## config.mk

```make
export PLATFORM = sky130hd
export DESIGN_NAME = syn_gpu_job_sched
export DESIGN_NICKNAME = d
export VERILOG_FILES = /design/src/rtl/syn_gpu_pkg.sv /design/src/rtl/syn_gpu_job_fifo.sv /design/src/rtl/syn_gpu_job_sched.sv
export SDC_FILE = /design/constraint.sdc
export NUM_CORES = 1
export LEC_CHECK = 0
export BUFFER_PORTS_ARGS = -buffer_cell sky130_fd_sc_hd__buf_2
export CAP_MARGIN = 10
export CORE_MARGIN = 3
export CORE_UTILIZATION = 60
export DETAILED_ROUTE_END_ITERATION = 7
export PLACE_DENSITY = 0.85
export SYNTH_ARGS = -nofsm -noshare
export SYNTH_HDL_FRONTEND = slang
export SYNTH_SLANG_ARGS = --single-unit
```

## constraint.sdc

```tcl
create_clock -name clk_ir -period 5.9 [get_ports clk_ir]
set_input_delay 1.18 -clock clk_ir [delete_from_list [all_inputs] [get_ports clk_ir]]
set_output_delay 1.18 -clock clk_ir [all_outputs]
set_load 0.005 [all_outputs]
```

## src/rtl/syn_gpu_pkg.sv

```systemverilog
// Shared types for the GPU job scheduler: job word layout, shape opcodes, dispatch FSM states.
package syn_gpu_pkg;

    localparam int unsigned CANVAS_W = 640;
    localparam int unsigned CANVAS_H = 480;
    localparam int unsigned P_X_W    = $clog2(CANVAS_W);
    localparam int unsigned P_Y_W    = $clog2(CANVAS_H);

    typedef enum logic [1:0] {
        SHAPE_LINE   = 2'd0,
        SHAPE_CIRCLE = 2'd1,
        SHAPE_RSVD2  = 2'd2,
        SHAPE_RSVD3  = 2'd3
    } shape_t;

    typedef struct packed {
        logic [3:0] r;
        logic [3:0] g;
        logic [3:0] b;
    } pxl_t;

    // Circle jobs carry the centre in x1/y1; x2/y2 meaning is engine-defined.
    typedef struct packed {
        shape_t             shape;
        logic [P_X_W-1:0]   x1;
        logic [P_Y_W-1:0]   y1;
        logic [P_X_W-1:0]   x2;
        logic [P_Y_W-1:0]   y2;
        pxl_t               colour;
        logic [3:0]         width;
    } gpu_job_t;

    localparam int unsigned JOB_W = $bits(gpu_job_t);

    typedef enum logic [1:0] {
        IDLE,
        ISSUE,
        WAIT_LINE,
        WAIT_CIRC
    } gpu_sched_fsm_t;

    function automatic logic is_drawable(input shape_t s);
        return (s == SHAPE_LINE) || (s == SHAPE_CIRCLE);
    endfunction

endpackage

```

## src/rtl/syn_gpu_job_fifo.sv

```systemverilog
// Generic synchronous FIFO with wrapping pointers and an exposed occupancy count.
// Latency: a push is visible at the head the cycle after it is written.
// Backpressure: none internally; the caller must not push when full nor pop when empty.
module syn_gpu_job_fifo #(
    parameter int unsigned P_W     = 8,
    parameter int unsigned P_DEPTH = 4
) (
    input  logic                       clk,
    input  logic                       rst_n,
    input  logic                       push,
    input  logic [P_W-1:0]             push_dat,
    input  logic                       pop,
    output logic [P_W-1:0]             pop_dat,
    output logic                       empty,
    output logic [$clog2(P_DEPTH):0]   count
);

    localparam int unsigned AW = $clog2(P_DEPTH);
    localparam int unsigned CW = AW + 1;
    localparam logic [AW-1:0] PTR_ONE = AW'(1);
    localparam logic [CW-1:0] CNT_ONE = CW'(1);

    logic [P_W-1:0] mem [P_DEPTH];
    logic [AW-1:0]  wr_ptr;
    logic [AW-1:0]  rd_ptr;

    // Storage needs no reset: the pointers and count define what is valid.
    always_ff @(posedge clk) begin
        if (push) begin
            mem[wr_ptr] <= push_dat;
        end
    end

    always_ff @(posedge clk or negedge rst_n) begin
        if (!rst_n) begin
            wr_ptr <= '0;
            rd_ptr <= '0;
            count  <= '0;
        end else begin
            if (push) begin
                wr_ptr <= wr_ptr + PTR_ONE;
            end
            if (pop) begin
                rd_ptr <= rd_ptr + PTR_ONE;
            end
            case ({push, pop})
                2'b10:   count <= count + CNT_ONE;
                2'b01:   count <= count - CNT_ONE;
                default: count <= count;
            endcase
        end
    end

    assign pop_dat = mem[rd_ptr];
    assign empty   = (count == '0);

endmodule

```

## src/rtl/syn_gpu_job_sched.sv

```systemverilog
// Round-robin admission of shape jobs from two requesters, queued and dispatched to line/circle engine.
// Latency: accept in N, engine start in N+2; next start 2 cycles after done. Watchdog via SYN_GPU_SCHED_WDOG_EN.
// Backpressure: reqN_ready_o low when not granted or the queue is full (registered count, pops do not free a slot early).
module syn_gpu_job_sched
    import syn_gpu_pkg::*;
#(
    parameter int unsigned P_QDEPTH    = 4,
    parameter int unsigned P_TIMEOUT_W = 16
) (
    input  logic                         clk_ir,
    input  logic                         rst_il,
    input  gpu_job_t                     req0_job_i,
    input  logic                         req0_valid_i,
    output logic                         req0_ready_o,
    input  gpu_job_t                     req1_job_i,
    input  logic                         req1_valid_i,
    output logic                         req1_ready_o,
    output gpu_job_t                     line_job_o,
    output logic                         line_start_o,
    input  logic                         line_done_i,
    output gpu_job_t                     circ_job_o,
    output logic                         circ_start_o,
    input  logic                         circ_done_i,
    output logic                         busy_o,
    output logic [$clog2(P_QDEPTH):0]    qcount_o,
    output logic [7:0]                   drop_cnt_o,
    output logic                         abort_o,
    output logic [7:0]                   tout_cnt_o
);

    localparam int unsigned CW = $clog2(P_QDEPTH) + 1;
    localparam logic [CW-1:0] QDEPTH_C = CW'(P_QDEPTH);

    gpu_sched_fsm_t state_q;
    gpu_sched_fsm_t state_nxt;

    logic           last_gnt;
    logic           gnt0;
    logic           gnt1;
    logic           room;
    logic           push;
    gpu_job_t       push_dat;
    logic           pop;
    logic           q_empty;
    logic [CW-1:0]  qcount;
    gpu_job_t       head_dat;
    shape_t         issue_shape_q;
    logic           drop;

`ifdef SYN_GPU_SCHED_WDOG_EN
    localparam logic [P_TIMEOUT_W-1:0] WDOG_ONE  = {{(P_TIMEOUT_W-1){1'b0}}, 1'b1};
    localparam logic [P_TIMEOUT_W-1:0] WDOG_LAST = {{(P_TIMEOUT_W-1){1'b1}}, 1'b0};
    logic [P_TIMEOUT_W-1:0] wdog_q;
    logic                   wdog_hit;
    logic                   expire;
    // The count holds k-1 in the k-th wait cycle, so it becomes all-ones as that cycle ends.
    assign wdog_hit = (wdog_q == WDOG_LAST);
`endif

    // last_gnt = 1 means requester 1 won the last accepted transfer.
    assign gnt0 = req0_valid_i & (~req1_valid_i | last_gnt);
    assign gnt1 = req1_valid_i & (~req0_valid_i | ~last_gnt);
    assign room = (qcount < QDEPTH_C);

    assign req0_ready_o = gnt0 & room;
    assign req1_ready_o = gnt1 & room;
    assign push         = req0_ready_o | req1_ready_o;
    assign push_dat     = req1_ready_o ? req1_job_i : req0_job_i;

    always_ff @(posedge clk_ir or negedge rst_il) begin
        if (!rst_il) begin
            last_gnt <= 1'b1;
        end else if (push) begin
            last_gnt <= req1_ready_o;
        end
    end

    syn_gpu_job_fifo #(
        .P_W     (JOB_W),
        .P_DEPTH (P_QDEPTH)
    ) u_fifo (
        .clk      (clk_ir),
        .rst_n    (rst_il),
        .push     (push),
        .push_dat (push_dat),
        .pop      (pop),
        .pop_dat  (head_dat),
        .empty    (q_empty),
        .count    (qcount)
    );

    assign qcount_o = qcount;

    always_comb begin
        state_nxt = state_q;
        pop       = 1'b0;
        drop      = 1'b0;
`ifdef SYN_GPU_SCHED_WDOG_EN
        expire    = 1'b0;
`endif
        case (state_q)
            IDLE: begin
                if (!q_empty) begin
                    pop       = 1'b1;
                    state_nxt = ISSUE;
                end
            end
            ISSUE: begin
                case (issue_shape_q)
                    SHAPE_LINE:   state_nxt = WAIT_LINE;
                    SHAPE_CIRCLE: state_nxt = WAIT_CIRC;
                    default: begin
                        drop      = 1'b1;
                        state_nxt = IDLE;
                    end
                endcase
            end
            WAIT_LINE: begin
                if (line_done_i) begin
                    state_nxt = IDLE;
                end
`ifdef SYN_GPU_SCHED_WDOG_EN
                else if (wdog_hit) begin
                    expire    = 1'b1;
                    state_nxt = IDLE;
                end
`endif
            end
            WAIT_CIRC: begin
                if (circ_done_i) begin
                    state_nxt = IDLE;
                end
`ifdef SYN_GPU_SCHED_WDOG_EN
                else if (wdog_hit) begin
                    expire    = 1'b1;
                    state_nxt = IDLE;
                end
`endif
            end
            default: state_nxt = IDLE;
        endcase
    end

    // Engine job/start registers load at the pop edge so the start pulse coincides with ISSUE.
    always_ff @(posedge clk_ir or negedge rst_il) begin
        if (!rst_il) begin
            state_q       <= IDLE;
            issue_shape_q <= SHAPE_LINE;
            line_job_o    <= '0;
            line_start_o  <= 1'b0;
            circ_job_o    <= '0;
            circ_start_o  <= 1'b0;
            drop_cnt_o    <= 8'd0;
            busy_o        <= 1'b0;
        end else begin
            state_q      <= state_nxt;
            busy_o       <= push | (state_nxt != IDLE) | (qcount != '0);
            line_start_o <= pop && (head_dat.shape == SHAPE_LINE);
            circ_start_o <= pop && (head_dat.shape == SHAPE_CIRCLE);
            if (pop) begin
                issue_shape_q <= head_dat.shape;
            end
            if (pop && (head_dat.shape == SHAPE_LINE)) begin
                line_job_o <= head_dat;
            end
            if (pop && (head_dat.shape == SHAPE_CIRCLE)) begin
                circ_job_o <= head_dat;
            end
            if (drop && (drop_cnt_o != 8'hFF)) begin
                drop_cnt_o <= drop_cnt_o + 8'd1;
            end
        end
    end

`ifdef SYN_GPU_SCHED_WDOG_EN
    always_ff @(posedge clk_ir or negedge rst_il) begin
        if (!rst_il) begin
            wdog_q     <= '0;
            abort_o    <= 1'b0;
            tout_cnt_o <= 8'd0;
        end else begin
            if (state_q == ISSUE) begin
                wdog_q <= '0;
            end else if ((state_q == WAIT_LINE) || (state_q == WAIT_CIRC)) begin
                wdog_q <= wdog_q + WDOG_ONE;
            end
            abort_o <= expire;
            if (expire && (tout_cnt_o != 8'hFF)) begin
                tout_cnt_o <= tout_cnt_o + 8'd1;
            end
        end
    end
`else
    assign abort_o    = 1'b0;
    assign tout_cnt_o = 8'd0;
    // Timeout width only sizes the watchdog; without it there is nothing to build.
    if (P_TIMEOUT_W == 0) begin : g_no_wdog
    end
`endif

endmodule
```

Yosys cells after proc, flatten, opt, wreduce, memory -nomap -nowiden. Memories as Yosys holds them, arrays and structs flattened. Cells that the tools add are included. W data, S select, Z words.

Bits in registers: 135. Latch bits: 0. Memory bits (writable): 224. Bits in read-only memories: 0. Input bits: 118. Word-level logic and storage cells: 79. Memories kept: 1.

Add/sub/neg operators: 5. Multiply operators: 0. Divide/modulo/power cells: 0. Order comparisons: 1. Eq/ne operators: 8. Shift-type cells: 0. Mux-type cells: 13. Bitwise logic cells: 12. Reduce and logical (&&, ||, !) cells: 11.

Memories: u_fifo.mem (depth 4, width 56, rd ports 1, clocked after memory_dff 0, write ports 1, line syn_gpu_job_fifo.sv:23) `logic [P_W-1:0] mem [P_DEPTH];`.

Operators by type and width (number): $mux W56 (1); $add A8 B1 Y8 const B (1); $eq A2 B1 Y1 const B (4); $ne A8 B8 Y1 const B (1); $pmux W2 S4 (1); $eq A2 B2 Y1 const B (3); $logic_not A2 Y1 (3); $mux W1 (6); $mux W2 (3); $pmux W3 S2 (1); $or A1 B1 Y1 (5); $add A2 B1 Y2 const B (2); $and A1 B1 Y1 (4); $pmux W2 S2 (1); $reduce_bool A2 Y1 (2); $add A3 B1 Y3 const B (1); $logic_and A1 B1 Y1 (3); $logic_not A3 Y1 (1); $lt A3 B3 Y1 const B (1); $not A1 Y1 (3); $reduce_bool A3 Y1 (1); $sub A3 B1 Y3 const B (1); $reduce_or A2 Y1 (1).

Depth between registers and ports, before layout.
Word-level depth: 7. Gate-level depth with buffers: 10. Gate-level depth less buffers: 9.

By module. Synthesis repeated with hierarchy kept, for this count alone.

Cell total of the unflattened synthesis: 705. Area total of the unflattened synthesis: 14092.3 um^2.

By module, submodules not included: syn_gpu_job_fifo (instances 1, cells an instance 329, area each 8496.9 um^2, sequential area each 6901.6 um^2); syn_gpu_job_sched (instances 1, cells an instance 376, area each 5595.4 um^2, sequential area each 3204.3 um^2).

Worst setup path before layout. No wires, ideal clock.

Path type: input port to output port. Start point: input req1_valid_i. End point: output req1_ready_o. Arrival: 2106 ps. Setup slack: 2614 ps. Stages: 5. Buffers on the path: 2. Cells stage by stage: nand2b_1 > a21o_1 > clkbuf_1 > clkbuf_1 > inv_1.

Longest elaborated chain between the ends: 2.

RTL lines: from (decl) (line syn_gpu_job_sched.sv:16) `input logic req1_valid_i,`; $and A1 B1 Y1 (line syn_gpu_job_sched.sv:62) `assign gnt1 = req1_valid_i & (~req0_valid_i | ~last_gnt);`; $and A1 B1 Y1 (line syn_gpu_job_sched.sv:66) `assign req1_ready_o = gnt1 & room;`; to (decl) (line syn_gpu_job_sched.sv:17) `output logic req1_ready_o,`.

Every way passes these cells.

Worst setup path in the final report. Ends and elaborated chain as after synthesis.

==> implementation parameters <==
Parameter                              Value

Synthesis
  Portion of synthesized cell area occupied by the leading cell type ... 0.477
  Sequential share of the synthesized area ... 0.717
  Distinct cell type count of the synthesized netlist ... 45
  Number of enable flip-flop cells after synthesis ... 224
  Mapped Cells ... about 700
  Share of flip-flops with an asynchronous set or reset ... 0.376
  Mapped cell area ... 14100 µm²
  Mean cell area of the mapped netlist ... 20.0 µm²
  Area contributors post-synth ... edfxtp_1 (48%), dfrtp_1 (24%), mux2_2 (9.1%)
  Cell type with the highest aggregate area in the netlist ... edfxtp_1
  Synthesis warning total ... 0
  Primary flip-flop cell chosen by synthesis mapping ... edfxtp_1
  Flip-flop and latch count after synthesis ... 359

Layout
  Final Net Count ... about 1100
  Diode count ... 0
  Number of fill cells in the layout ... between 1000 and 1500
  Non-filler cells in the finished layout ... about 1300
  Share of cells above drive strength 1 ... 0.494
  Area growth from synthesis to layout ... 18.8%

Worst setup path
  Kind of critical path ... in -> out
  Count of cells along the worst register-to-register path ... 4
  Cell chain of the critical path ... buf_2, nand2b_1, a21o_2, inv_1, buf_2
  Slowest cell delay on critical path ... ~0.20 ns
  Reg-to-reg startpoint ... u_fifo.rd_ptr[0]
  Critical Path Slowest Stage Cell ... a21o_2
  Sort of element at the end of the critical path ... output port
  Worst setup SP type ... input pin
  Worst path top cell family by delay ... buffers and inverters
  Critical path peak fanout ... 3
  Required time at the endpoint of the critical path ... between 4 and 5 ns
  Most common cell on crit path ... buf_2
  Capture instance of the worst register-to-register path ... line_job_o[21]
  Number of buffer and inverter instances along the worst setup path ... 3
  Arrival time reported for the critical path endpoint ... 1.71 ns
  Worst R2R Setup Slack ... approximately 3.1 ns

Place
  Dpl ws ... between 2 and 3 ns
  Routability cong. ... about 0.79
  Buffers on Ports ... between 200 and 250
  Placed cell count ... 1237
  HPWL reported at the end of detailed placement ... around 17000 µm

Clock network
  CTS Buf Count ... 37
  Buffers inserted by post-CTS timing repair ... 0
  Clock-pin slew of the registers on the worst-case setup and hold paths ... about 0.060 ns
  Max clock buf depth ... 3
  CTS-repair resized insts ... 0
  CTS Hold Buffers Added ... 0
  TritonCTS clock tree ... done
  Total number of clock tree sinks ... ~360
  Clock latency reported for the late side of the worst-skew pair ... 0.51 ns
  Number of H-tree levels ... 2
  Clock Tree Root ... clkbuf_16

Power
  Part of the total power dissipated in the clock network ... 0.249
  Cell area power density ... around 530 nW/µm²
  Internal portion of total power ... between 6 and 7 mW
  Switching power share of the total ... 0.294
  Combinational power share ... 0.301
  Switching power summed over all nets ... about 2.6 mW
  Leakage power total ... between 6 and 7 nW
  Seq pwr share ... 0.450
  Overall power after layout ... 8.90 mW
  Highest ir drop seen on vdd ... 0.333 mV

Floorplanning
  Core area ... roughly 23000 µm²
  Die outline area ... ~25000 µm²
  Site Rows ... between 50 and 60
  Die X-Extent ... 159 µm
  Die extent in y ... about 160 µm
  Number of placed I/O pins ... roughly 260
  Initial core utilization ... 0.617

Timing
  Final setup vio count ... 0
  Total count of max-transition violations in the final report ... 0
  Max-Slew Margin vs Limit ... 0.333
  Unrepaired setup endpoints after global routing ... false
  Fmax ... about 350 MHz
  Pin slew with the least headroom to its limit ... slightly below 1 ns
  Post-layout min period ... between 2 and 3 ns
  Final setup skew ... ~0.027 ns
  Setup total negative slack ... 0 ns
  Count of endpoints failing hold in the final timing report ... 0
  Final cycle utilization of the critical path ... 0.489
  Hold WS ... 0.469 ns
  Final critical-path setup slack ... approximately 3.0 ns

Status
  Result of the run ... finished, final reports clean

GRT
  Total overflow reported by the global router ... 0
  Overall fraction of global-route tracks in use ... 0.225
  Number of global-route vias before repair ... 8041
  Wire length of the first global-routing pass ... 44900 µm
  Number of antenna violations at the first check in global routing ... 0
  Largest net degree at the start of global routing ... a little over 80

Route
  Wire length after detailed routing ... about 28000 µm
  Count of routing violations after the opening detailed-route iteration ... 562
  Post-route DRC violation count ... 0
  Detailed-route vias per instance ... between 5 and 6
  Antenna Nets Post-Route ... 0
  Average routed wire per standard cell ... 21.5 µm
  Via count of the routed design ... roughly 7400
  Number of iterations in the first detailed-routing pass ... 4

Min path
  Cells on Worst Hold Path ... 1
  Worst min path class ... reg -> reg
  Worst Hold Launch ... circ_job_o[54]
  Destination of the worst hold path ... circ_job_o[54]

Run
  Number of max-capacitance violations reported ... 0
-- metrics by stage --
step | util | area, µm²
after floorplan | - | 14100
after global placement | 0.682 | 15600
after detailed placement | 0.682 | 15600
after CTS | 0.733 | 16800
after global routing | 0.733 | 16800
final | 0.733 | 16800
-- worst max-delay path by stage --
stage | cells past startpoint | slack (ns) | end | start
2_1_floorplan | 5 | 2.61 | req1_ready_o | req1_valid_i
3_3_place_gp | 4 | 2.93 | u_fifo.mem[1][37] | req1_valid_i
3_5_place_dp | 4 | 2.86 | u_fifo.mem[2][35] | req1_valid_i
4_1_cts | 5 | 3.01 | req1_ready_o | req1_valid_i
5_1_grt | 4 | 2.95 | line_job_o[3] | u_fifo.rd_ptr[0]
6_report | 5 | 3.01 | req1_ready_o | req1_valid_i
-- cell usage after synthesis, types with 2 or more instances --
cell       count
nand2b_1       3
buf_1          3
dfrtp_1      134
clkbuf_1      12
edfxtp_1     224
buf_6          7
a21o_1         2
mux2_1        54
buf_4         12
buf_2          7
o21ai_0        3
mux2_2       114
xnor2_1        6
ha_1           6
mux4_2        56
nand2_1        4
xor2_1         5
and3_1         2
nor2b_1        5
mux2i_1        2
nor3b_1        2
inv_1         10
nor2_1         3
or2_2          3
and2_1         4
o2111ai_1      2
-- cell type report --
class	instances	area [µm²]	area share
Multi-Input combinational cell	302	3750	0.224
Sequential cell	359	10100	0.604
Tap cell	313	392	0.0234
Inverter	10	37.5	0.00224
Clock inverter	12	93.8	0.00560
Timing Repair Buffer	253	1290	0.0772
Clock buffer	55	1070	0.0642
-- worst register-to-register path, cell delays in order, from the launching register on --
cell and delay (ns):
dfrtp_4 0.72, mux4_2 0.63, nor4_4 0.30, buf_4 0.60
mux2_2 0.42
-- state kept, by name, indices dropped and copies added, names as in the netlist --
register       count
u_fifo.count       3
state_q            2
busy_o             1
circ_job_o        56
line_start_o       1
drop_cnt_o         8
last_gnt           1
u_fifo.mem       224
line_job_o        56
u_fifo.wr_ptr      2
u_fifo.rd_ptr      2
circ_start_o       1
issue_shape_q      2
-- power groups by stage --
stage          Clock (mW)  Sequential [mW]  Combinational, mW
6_report             2.21             4.01               2.68
3_3_place_gp            0             4.00               2.64
5_1_grt              2.37             4.10               2.92
3_5_place_dp            0             4.04               2.71
4_1_cts              2.25             4.01               2.74
2_1_floorplan           0             3.95               1.80
-- routing by layer --
metal,share of wire,up-vias,GRT usage
li1,-,3247,-
met1,0.42,3838,0.321
met2,0.49,305,0.363
met3,0.067,44,0.0466
met4,0.020,0,0.0625
met5,0,-,0
-- cell usage in the layout, fill, tap and decap left out, types with 4 or more instances in the layout --
master / n
conb_1: 9
xnor2_1: 6
clkbuf_1: 11
clkbuf_8: 6
edfxtp_1: 224
xor2_1: 5
mux4_2: 56
buf_4: 8
nand2_1: 4
dfrtp_1: 132
mux2_2: 114
inv_1: 10
buf_2: 244
clkinv_2: 6
nor2b_1: 5
mux2_1: 54
ha_1: 6
and2_4: 4
clkbuf_16: 38
-- logic make-up (layout without fill, tap and decap cells) --
kind of cell	after synthesis	count (layout)	synth area share
DFF	359	359	0.717
muxes	226	226	0.225
buffers and inverters	51	330	0.0211
and+or+nand+nor	35	35	0.0165
AOI/OAI and AO/OA	14	14	0.00701
xor gates and xnor gates	11	11	0.00683
adders and majority gates	7	7	0.00674
other	1	9	0.000266
(Power assumes the default switching activity.)
